## src/rtl/util_tx_timestamp_pkg.sv

```systemverilog
// Shared types and helpers for the DAC-side timestamp gate: FSM state encoding,
// per-beat timestamp step derivation and saturating statistic increment.
package util_tx_timestamp_pkg;

    typedef enum logic [2:0] {
        ST_IDLE   = 3'd0,
        ST_HEADER = 3'd1,
        ST_WAIT   = 3'd2,
        ST_STREAM = 3'd3,
        ST_DROP   = 3'd4,
        ST_BYPASS = 3'd5
    } ts_state_t;

    // Samples of one enabled channel carried per beat; 0 when the enabled
    // channels do not evenly share the beat (or none are enabled).
    function automatic logic [15:0] ts_step(input logic [15:0] n, input logic [15:0] total);
        logic [15:0] result;
        result = 16'd0;
        if (n != 16'd0) begin
            if ((total % n) == 16'd0) begin
                result = total / n;
            end
        end
        return result;
    endfunction

    function automatic logic [31:0] sat_inc(input logic [31:0] value, input logic [31:0] max_value);
        logic [31:0] result;
        result = value;
        if (value != max_value) begin
            result = value + 32'd1;
        end
        return result;
    endfunction

endpackage

```

## src/rtl/count_bits.sv

```systemverilog
// Population count of a bit vector.
module count_bits #(
    parameter int BITS_WIDTH  = 8,
    parameter int COUNT_WIDTH = $clog2(BITS_WIDTH + 1)
) (
    input  logic [BITS_WIDTH-1:0]  in_data,
    output logic [COUNT_WIDTH-1:0] out_count
);

    always_comb begin
        out_count = '0;
        for (int i = 0; i < BITS_WIDTH; i++) begin
            out_count = out_count + COUNT_WIDTH'(in_data[i]);
        end
    end

endmodule

```

## src/rtl/util_tx_timestamp_gate.sv

```systemverilog
// Strips inline timestamp headers and releases each block when the DAC sample
// counter reaches the header time; late/early blocks are dropped or forwarded.
module util_tx_timestamp_gate
    import util_tx_timestamp_pkg::*;
#(
    parameter int NUM_OF_CHANNELS     = 4,
    parameter int SAMPLES_PER_CHANNEL = 1,
    parameter int SAMPLE_DATA_WIDTH   = 16,
    parameter int TIMESTAMP_WIDTH     = 64,
    parameter int STAT_WIDTH          = 16
) (
    input  logic                                                          dac_clk,
    input  logic                                                          resetn,
    input  logic [NUM_OF_CHANNELS-1:0]                                    enable,
    input  logic [TIMESTAMP_WIDTH-1:0]                                    timestamp,
    input  logic [31:0]                                                   block_len,
    input  logic [TIMESTAMP_WIDTH-1:0]                                    early_limit,
    input  logic                                                          late_mode,
    input  logic                                                          s_axis_xfer_req,
    input  logic                                                          s_axis_valid,
    output logic                                                          s_axis_ready,
    input  logic [NUM_OF_CHANNELS*SAMPLES_PER_CHANNEL*SAMPLE_DATA_WIDTH-1:0] s_axis_data,
    output logic                                                          m_axis_valid,
    input  logic                                                          m_axis_ready,
    output logic [NUM_OF_CHANNELS*SAMPLES_PER_CHANNEL*SAMPLE_DATA_WIDTH-1:0] m_axis_data,
    output logic [TIMESTAMP_WIDTH-1:0]                                    m_axis_timestamp,
    output logic                                                          block_start,
    output logic [STAT_WIDTH-1:0]                                         late_count,
    output logic [STAT_WIDTH-1:0]                                         early_count,
    output logic                                                          underflow
);

    // Handshake: a beat transfers on a rising dac_clk edge where valid and ready
    // are both high; valid never waits on ready on either side of the gate.

    localparam int TOTAL_SAMPLES = NUM_OF_CHANNELS * SAMPLES_PER_CHANNEL;
    localparam int CNT_W         = $clog2(NUM_OF_CHANNELS + 1);
    localparam logic [STAT_WIDTH-1:0] STAT_MAX = '1;

    ts_state_t                  state_q, state_d;
    logic [TIMESTAMP_WIDTH-1:0] hdr_ts_q, hdr_ts_d;
    logic [TIMESTAMP_WIDTH-1:0] ts_acc_q, ts_acc_d;
    logic [TIMESTAMP_WIDTH-1:0] step_q, step_d;
    logic [31:0]                len_q, len_d;
    logic [31:0]                beat_q, beat_d;
    logic [STAT_WIDTH-1:0]      late_count_q, late_count_d;
    logic [STAT_WIDTH-1:0]      early_count_q, early_count_d;
    logic                       underflow_q, underflow_d;

    logic [CNT_W-1:0]           n_enabled;
    logic [TIMESTAMP_WIDTH-1:0] step_new;
    logic [TIMESTAMP_WIDTH-1:0] hdr_data;
    logic [TIMESTAMP_WIDTH-1:0] early_bound;
    logic                       is_late;
    logic                       is_early;
    logic                       gate_open;
    logic                       last_beat;
    logic                       fwd_active;

    count_bits #(
        .BITS_WIDTH  (NUM_OF_CHANNELS),
        .COUNT_WIDTH (CNT_W)
    ) u_count_bits (
        .in_data   (enable),
        .out_count (n_enabled)
    );

    assign m_axis_data = s_axis_data;
    assign late_count  = late_count_q;
    assign early_count = early_count_q;
    assign underflow   = underflow_q;

    assign step_new    = TIMESTAMP_WIDTH'(ts_step(16'(n_enabled), 16'(TOTAL_SAMPLES)));
    assign hdr_data    = s_axis_data[TIMESTAMP_WIDTH-1:0];
    assign early_bound = timestamp + early_limit;
    assign is_late     = hdr_data < timestamp;
    assign is_early    = hdr_data > early_bound;
    assign gate_open   = timestamp >= hdr_ts_q;
    // A latched length of 0 ends after a single beat instead of wrapping forever.
    assign last_beat   = ({1'b0, beat_q} + 33'd1) >= {1'b0, len_q};

    always_comb begin
        state_d          = state_q;
        hdr_ts_d         = hdr_ts_q;
        ts_acc_d         = ts_acc_q;
        step_d           = step_q;
        len_d            = len_q;
        beat_d           = beat_q;
        late_count_d     = late_count_q;
        early_count_d    = early_count_q;
        underflow_d      = underflow_q;
        s_axis_ready     = 1'b0;
        m_axis_valid     = 1'b0;
        block_start      = 1'b0;
        m_axis_timestamp = ts_acc_q;
        fwd_active       = 1'b0;

        case (state_q)
            ST_IDLE: begin
                if (s_axis_xfer_req) begin
                    state_d = (block_len == 32'd0) ? ST_BYPASS : ST_HEADER;
                end
            end

            ST_HEADER: begin
                s_axis_ready = 1'b1;
                if (s_axis_valid) begin
                    block_start = 1'b1;
                    hdr_ts_d    = hdr_data;
                    ts_acc_d    = hdr_data;
                    len_d       = block_len;
                    beat_d      = 32'd0;
                    step_d      = step_new;
                    if (is_early) begin
                        early_count_d = STAT_WIDTH'(sat_inc(32'(early_count_q), 32'(STAT_MAX)));
                        state_d       = ST_DROP;
                    end else if (is_late) begin
                        late_count_d = STAT_WIDTH'(sat_inc(32'(late_count_q), 32'(STAT_MAX)));
                        state_d      = late_mode ? ST_STREAM : ST_DROP;
                    end else begin
                        state_d = ST_WAIT;
                    end
                end
            end

            ST_WAIT: begin
                m_axis_valid = s_axis_valid && gate_open;
                s_axis_ready = m_axis_ready && gate_open;
                fwd_active   = gate_open;
                if (s_axis_valid && s_axis_ready) begin
                    beat_d   = 32'd1;
                    ts_acc_d = ts_acc_q + step_q;
                    state_d  = last_beat ? ST_HEADER : ST_STREAM;
                end
            end

            ST_STREAM: begin
                m_axis_valid = s_axis_valid;
                s_axis_ready = m_axis_ready;
                fwd_active   = 1'b1;
                if (s_axis_valid && s_axis_ready) begin
                    ts_acc_d = ts_acc_q + step_q;
                    if (last_beat) begin
                        state_d = ST_HEADER;
                    end else begin
                        beat_d = beat_q + 32'd1;
                    end
                end
            end

            ST_DROP: begin
                s_axis_ready = 1'b1;
                if (s_axis_valid) begin
                    if (last_beat) begin
                        state_d = ST_HEADER;
                    end else begin
                        beat_d = beat_q + 32'd1;
                    end
                end
            end

            ST_BYPASS: begin
                m_axis_valid     = s_axis_valid;
                s_axis_ready     = m_axis_ready;
                m_axis_timestamp = '0;
            end

            default: begin
                state_d = ST_IDLE;
            end
        endcase

        if (fwd_active && m_axis_ready && !s_axis_valid) begin
            underflow_d = 1'b1;
        end

        // Transfer end abandons any block and wipes the session statistics.
        if (!s_axis_xfer_req) begin
            state_d       = ST_IDLE;
            hdr_ts_d      = '0;
            ts_acc_d      = '0;
            step_d        = '0;
            len_d         = 32'd0;
            beat_d        = 32'd0;
            late_count_d  = '0;
            early_count_d = '0;
            underflow_d   = 1'b0;
        end
    end

    always_ff @(posedge dac_clk or negedge resetn) begin
        if (!resetn) begin
            state_q       <= ST_IDLE;
            hdr_ts_q      <= '0;
            ts_acc_q      <= '0;
            step_q        <= '0;
            len_q         <= 32'd0;
            beat_q        <= 32'd0;
            late_count_q  <= '0;
            early_count_q <= '0;
            underflow_q   <= 1'b0;
        end else begin
            state_q       <= state_d;
            hdr_ts_q      <= hdr_ts_d;
            ts_acc_q      <= ts_acc_d;
            step_q        <= step_d;
            len_q         <= len_d;
            beat_q        <= beat_d;
            late_count_q  <= late_count_d;
            early_count_q <= early_count_d;
            underflow_q   <= underflow_d;
        end
    end

endmodule

```

## config.mk

```make
export PLATFORM = sky130hd
export DESIGN_NAME = util_tx_timestamp_gate
export DESIGN_NICKNAME = d
export VERILOG_FILES = /design/src/rtl/util_tx_timestamp_pkg.sv /design/src/rtl/count_bits.sv /design/src/rtl/util_tx_timestamp_gate.sv
export SDC_FILE = /design/constraint.sdc
export NUM_CORES = 1
export LEC_CHECK = 0
export ABC_CLOCK_PERIOD_IN_PS = 11620
export CAP_MARGIN = 20
export CORE_ASPECT_RATIO = 0.75
export CORE_MARGIN = 2
export CORE_UTILIZATION = 37
export CTS_CLUSTER_SIZE = 14
export DETAILED_ROUTE_END_ITERATION = 12
export HOLD_SLACK_MARGIN = 0.1
export MAX_ROUTING_LAYER = met4
export SYNTH_ARGS = -nofsm -noshare
export SYNTH_HDL_FRONTEND = slang
export SYNTH_SLANG_ARGS = --single-unit
```

## constraint.sdc

```tcl
create_clock -name dac_clk -period 11.62 [get_ports dac_clk]
set_clock_uncertainty 0.05 [all_clocks]
set_input_delay 2.324 -clock dac_clk [delete_from_list [all_inputs] [get_ports dac_clk]]
set_output_delay 2.324 -clock dac_clk [all_outputs]
set_load 0.005 [all_outputs]
```

Word level (Yosys, flattened, before mapping)
Index checks and enable logic that the tools add are counted.
{"block": "classes", "n_eq_ne": 22, "div": 2, "muxes": 53, "order_cmp": 4, "add_sub_neg": 9, "n_reduce_logical": 19}
{"operator": "64-bit 2-to-1 mux", "n": 10}
{"operator": "32-bit 2-to-1 mux", "n": 9}
{"operator": "16-bit 2-to-1 mux", "n": 13}
{"operator": "64-bit case mux with 3 select lines", "n": 1}
{"operator": "64-bit adder", "n": 2}
{"operator": "32-bit case mux with 4 select lines", "n": 1}
{"operator": "64-bit greater-or-equal comparator", "n": 1}
{"operator": "64-bit > comparator", "n": 1}
{"operator": "64-bit < comparator", "n": 1}
{"operator": "32-bit by 1-bit adder with 33-bit output, second input constant", "n": 1}
{"operator": "33-bit by 32-bit greater-or-equal comparator with 1-bit output", "n": 1}
{"operator": "16-bit by 1-bit adder with 16-bit output, second input constant", "n": 2}
{"operator": "32-bit by 1-bit adder with 32-bit output, second input constant", "n": 1}
{"operator": "32-bit zero test", "n": 1}
{"operator": "16-bit != test, second input constant", "n": 2}
{"operator": "3-bit 2-to-1 mux", "n": 10}
{"operator": "3-bit case mux with 6 select lines", "n": 1}
{"operator": "3-bit by 3-bit divider with 16-bit output, first input constant", "n": 1}
{"operator": "16-bit zero test", "n": 1}
{"operator": "3-bit by 3-bit modulo with 16-bit output, first input constant", "n": 1}
{"operator": "5-bit AND reduction", "n": 3}
{"operator": "2-bit by 1-bit != test with 1-bit output, second input constant", "n": 7}
{"operator": "3-bit != test, second input constant", "n": 4}
{"operator": "4-bit AND reduction", "n": 2}
{"operator": "other kinds (18)", "n": 32}
{"block": "word_totals", "input_bits": 234, "out_inout_bits": 164, "regBits": 292, "wordCells": 118}

Depth between registers and ports, before layout
{"block": "depth", "depth_word": 10, "ltp_mapped": 36, "mapped_depth_nobuf": 36}

Cells and area by module
A second synthesis with hierarchy kept.
{"block": "hier_totals", "hier_cells": 3338, "area_unflattened_um2": 26352.8}
{"module": "util_tx_timestamp_gate", "area_each_um2": 26289.0, "cells_each": 3330, "seq_area_each_um2": 6105.9, "n_inst": 1}
{"module": "count_bits", "area_each_um2": 63.8, "cells_each": 8, "seq_area_each_um2": 0.0, "n_inst": 1}

Least setup slack after synthesis
OpenSTA, ideal clock, no wires.
{"block": "synth_path", "path_kind": "input to register", "startpoint": "in timestamp[1]", "endpoint": "reg late_count_q[11], in the netlist late_count[11]", "setup_time_ns": 0.066, "arrival_ns": 9.035, "path_buffers": 1, "setup_slack_ns": 2.469, "required_time_ns": 11.504, "stages": 35, "cell_sequence": "ha_1 > a21o_1 > a21o_1 > a2111oi_0 > o31ai_1 > o311ai_0 > a21oi_1 > o41ai_1 > a311oi_1 > o31ai_1 > o2111ai_1 > and2_1 > a21oi_1 > inv_1 > a21oi_1 > o21ai_0 > a21oi_1 > xnor2_1 > ha_1 > a21o_1 > a21oi_1 > nor2b_1 > o21ai_0 > nand2b_1 > a21oi_1 > nor2b_1 > o21ai_0 > nand2_1 > a21oi_1 > a21oi_1 > a311oi_1 > nand2_1 > clkbuf_1 > or4_1 > nand2_1"}
{"block": "synth_via", "elab_chain_len": 4, "word_cells_on_any_way": 6, "classes_between": "1 x add/sub; 2 x order compare; 2 x eq/ne; 1 x reduce/logical"}
{"element": "from (decl)", "line": "util_tx_timestamp_gate.sv:15", "text": "input logic [TIMESTAMP_WIDTH-1:0] timestamp,"}
{"element": "64-bit adder", "line": "util_tx_timestamp_gate.sv:75", "text": "assign early_bound = timestamp + early_limit;"}
{"element": "64-bit > comparator", "line": "util_tx_timestamp_gate.sv:77", "text": "assign is_early = hdr_data > early_bound;"}
{"element": "2-bit != test (no source line)"}
{"element": "5-bit AND reduction (no source line) (*)"}
{"element": "to (signal assigned)", "line": "util_tx_timestamp_gate.sv:209", "text": "late_count_q <= late_count_d;"}
{"element": "to (decl)", "line": "util_tx_timestamp_gate.sv:46", "text": "logic [STAT_WIDTH-1:0] late_count_q, late_count_d;"}
Mark *: on every way between the ends. The rest lies on a longest branch, timed or not.
A chain may end at the register's enable or synchronous reset.

Worst setup path in the final report
Ends and elaborated chain as after synthesis.

==> impl_summary.txt <==
----------------------------------------------------
[Detailed routing]
  Antenna-violating nets left ... 0
  Detailed-router iteration count before antenna repair ... 5
  Post-detailed-routing wire length ... 82800 um
  Initial detailed-routing violation count ... 1814
  Remaining routing DRC violations ... 0
  Wire length per cell ... 19.9 um
  Detailed-route vias per instance ... 5.50
  Routed via count ... 22919

[Timing]
  Worst-margin pin slew ... 1.17 ns
  Achievable frequency ... 95.5 MHz
  Number of pins exceeding their max-slew limit in the final report ... 0
  Final Cycle Share ... between 90% and 100%
  RSZ-0062 raised after global routing ... no
  Number of hold-slack violations in the final timing report ... 0
  Worst max-slew margin expressed relative to the limit ... 21.3%
  Final setup violation count ... 0
  Time the worst path needs with I/O delays and setup ... between 10 and 15 ns
  Sum Neg Setup Slack ... 0 ns

[Clocking]
  Post-CTS Hold Fix Bufs ... 0
  H-tree levels ... 1
  Clock transition at the registers of the reported paths ... around 0.060 ns
  TritonCTS clock tree ... yes
  CTS max path bufs ... 3
  Number of sinks on the clock net ... 244
  Total clock buffers created by CTS ... 31
  Cts repair resizes ... 0
  Clock tree root buffer cell ... clkbuf_16
  Setup Buffers After CTS ... 0
  Clock latency on the worst-skew pair ... about 0.60 ns

[Place]
  Half-perimeter wire length of the detailed placement result ... approximately 63000 um
  Post-DP Area ... 0.0280 mm2
  Number of I/O port buffers ... 397
  Global placement routability congestion ... roughly 0.96

[Floorplanning]
  Floorplan die area ... 0.0662 mm2
  Die span in y ... 223 um
  Total core area ... 0.0636 mm2
  Starting density of the core ... between 30% and 40%
  Rows ... 80
  Die X-Extent ... 296 um
  Ports ... 398

[Synth]
  Warnings, synthesis ... 0
  Synth area leaders ... dfrtp_1 26%, ha_1 17%, nand2_1 6.2%, a21oi_1 6.2%, a21o_1 4.0%
  Cell variety after synth ... 93
  Fraction of synthesized cell area in xor and xnor cells ... 3.99%
  Number of storage elements in the synthesis netlist ... 244
  Synth Area in Compound Gates ... 23.7%
  Dominant synthesized flop cell ... dfrtp_1
  Cell type with the highest aggregate area in the netlist ... dfrtp_1
  Simple-gate share of the synthesized area ... 22.2%
  Number of flops mapped to enable cells by yosys ... 0
  Leading cell type by number of instances after synthesis ... nand2_1
  Synthesized area per cell ... 7.89 um2
  Mux cell area share after synthesis ... 0.211%
  Ranking of synthesized cells by instance count ... 395 x nand2_1, 314 x ha_1, 294 x a21oi_1
  Portion of the post-synthesis area used by sequential elements ... 25.7%
  Syn Inst Count ... approximately 3000
  Adder-Cell Fraction of Synth Area ... 16.8%
  Post-synthesis instance area ... 0.0237 mm2
  Post-synth top area share ... 25.7%
  Asr flop ratio synth ... 100%
  Largest family of logic cells by synthesized area ... compound AO/OA/AOI/OAI gates
  Number of nets produced by synthesis ... 3559

[Worst setup path]
  Number of cells traversed by the worst register-to-register path ... 22
  CP required ... around 12 ns
  Highest-delay cell along the critical path ... a2111oi_1
  Worst-case register-to-register setup slack ... 5.73 ns
  Worst Setup Start Kind ... input port
  Endpoint of the lowest-slack register-to-register path ... beat_q[30]
  Reg2reg start ... beat_q[0]
  Worst Setup Path Type ... input port to flip-flop
  Crit path max fanout ... 12
  Max stage delay on crit path ... 0.57 ns
  CP Capture Type ... flip-flop
  Arrival time reported for the critical path endpoint ... ~11 ns
  Most frequent cell on the critical path ... a21oi_1

[Layout]
  Layout overhead on the synthesized area ... 22.5%
  Post-layout nets ... approximately 3800
  Share of cells above drive strength 1 ... 4.13%
  Design Area, Final ... 0.0291 mm2

[Global routing]
  Busiest grt layer ... met1
  Initial antenna violation count ... 14
  Maximum number of pins on one net before global-route repair ... 145
  Grt total ovfl ... 0
  Global routing usage summed across all routing layers ... about a quarter
  Routing usage on met2 ... about a third
  Met3 track demand over resource ... 5.16%
  Met1 Resource Use GR ... 37.7%
  Vias in the first global route ... 21319
  First-pass GRT wire length ... 126000 um

[Min path]
  Hold Path Origin ... step_q[14]
  Worst hold path depth ... 1
  Kind of path behind the tightest hold check ... flip-flop to flip-flop
  Hold worst-path end ... step_q[14]

[Power]
  Power Dens Cells ... around 150 mW/mm2
  Max VDD drop ... 0.000116 V
  Standby leakage power ... 12.9 nW
  Power Total ... 4.27 mW

[Run]
  Count of maximum capacitance violations ... 0

[Run status]
  Status ... finished clean

----------------------------------------------------
## state kept, by name, summed over array words and instances (netlist names)
register / count
step_q: 16
ts_acc_q: 64
late_count: 16
early_count: 16
len_q: 32
state_q: 3
underflow: 1
hdr_ts_q: 64
beat_q: 32
## power by group
| part | total (mW) | switching (mW) | leakage (nW) | internal [mW] |
|---|---|---|---|---|
| sequential | 1.12 | 0.134 | 3.35 | 0.982 |
| combinational | 2.20 | 1.31 | 9.11 | 0.890 |
| clock | 0.959 | 0.407 | 0.482 | 0.552 |
## final cells by class
cell class | count | area, um2
Multi-Input combinational cell | 2368 | 15900
Fill cell | 6397 | 34500
Timing Repair Buffer | 417 | 4150
Tap cell | 861 | 1080
Inverter | 216 | 818
Sequential cell | 244 | 6110
Clock buffer | 37 | 838
Clock inverter | 14 | 136
Antenna cell | 12 | 30.0
## layout by cell type, fill, tap and decap left out, drive strengths merged, types with 8 or more instances in the layout
master / n
or3: 22
o22ai: 9
nand3: 77
xnor2: 66
and2: 81
a211oi: 38
nor2b: 33
o31ai: 17
nand2b: 44
a21oi: 295
o221a: 9
nand2: 395
o211ai: 19
xor2: 42
buf: 21
dfrtp: 244
or4: 8
clkdlybuf4s50: 395
diode: 12
o21ai: 117
inv: 218
nand4: 72
clkbuf: 38
a211o: 10
a22o: 20
o21bai: 24
nor3: 66
a21o: 126
and3: 30
a31oi: 30
nor4: 27
o21a: 37
clkinv: 8
nor2: 192
ha: 314
or2: 18
a2111oi: 8
## through the flow
| stage | hold WS, ns | setup WS [ns] | instances | utilization, % |
|---|---|---|---|---|
| final | 0.438 | 1.15 | 4169 | 45.7 |
| after global routing | 0.472 | 0.0758 | 4169 | 45.7 |
| after CTS | 0.443 | 0.795 | 4155 | 45.6 |
| after detailed placement | 0.430 | 0.211 | 4104 | 44.1 |
| after global placement | 0.426 | 0.314 | 4104 | 44.1 |
| after floorplan | 0.406 | 2.47 | 3008 | - |
## critical path: cells and delay by family
family | cells | cell delay (ns)
adders and majority gates | 2 | 0.60
xor gates and xnor gates | 1 | 0.14
and+or+nand+nor | 8 | 1.49
AOI/OAI and AO/OA | 22 | 5.43
buffers and inverters | 4 | 0.96
## layer usage
| metal | up-vias | wire length, um |
|---|---|---|
| met5 | - | 0 |
| met3 | 87 | 6620 |
| met2 | 722 | 33000 |
| met1 | 10810 | 41500 |
| li1 | 11300 | - |
| met4 | 0 | 1720 |
## worst max path at each step
stage,from,endpoint,depth (start not counted)
2_1_floorplan,timestamp[1],late_count[11],35
3_3_place_gp,timestamp[1],late_count[11],37
3_5_place_dp,timestamp[1],late_count[11],37
4_1_cts,timestamp[1],late_count[11],37
5_1_grt,timestamp[1],late_count[7],37
6_report,timestamp[1],late_count[11],37
## kinds of logic after synthesis
kind of cell / after synthesis
mux: 5
fa+ha+maj: 317
compound gates: 851
buf+inv: 396
simple gates: 1087
flops: 244
xor+xnor: 108
(Power assumes the default switching activity.)
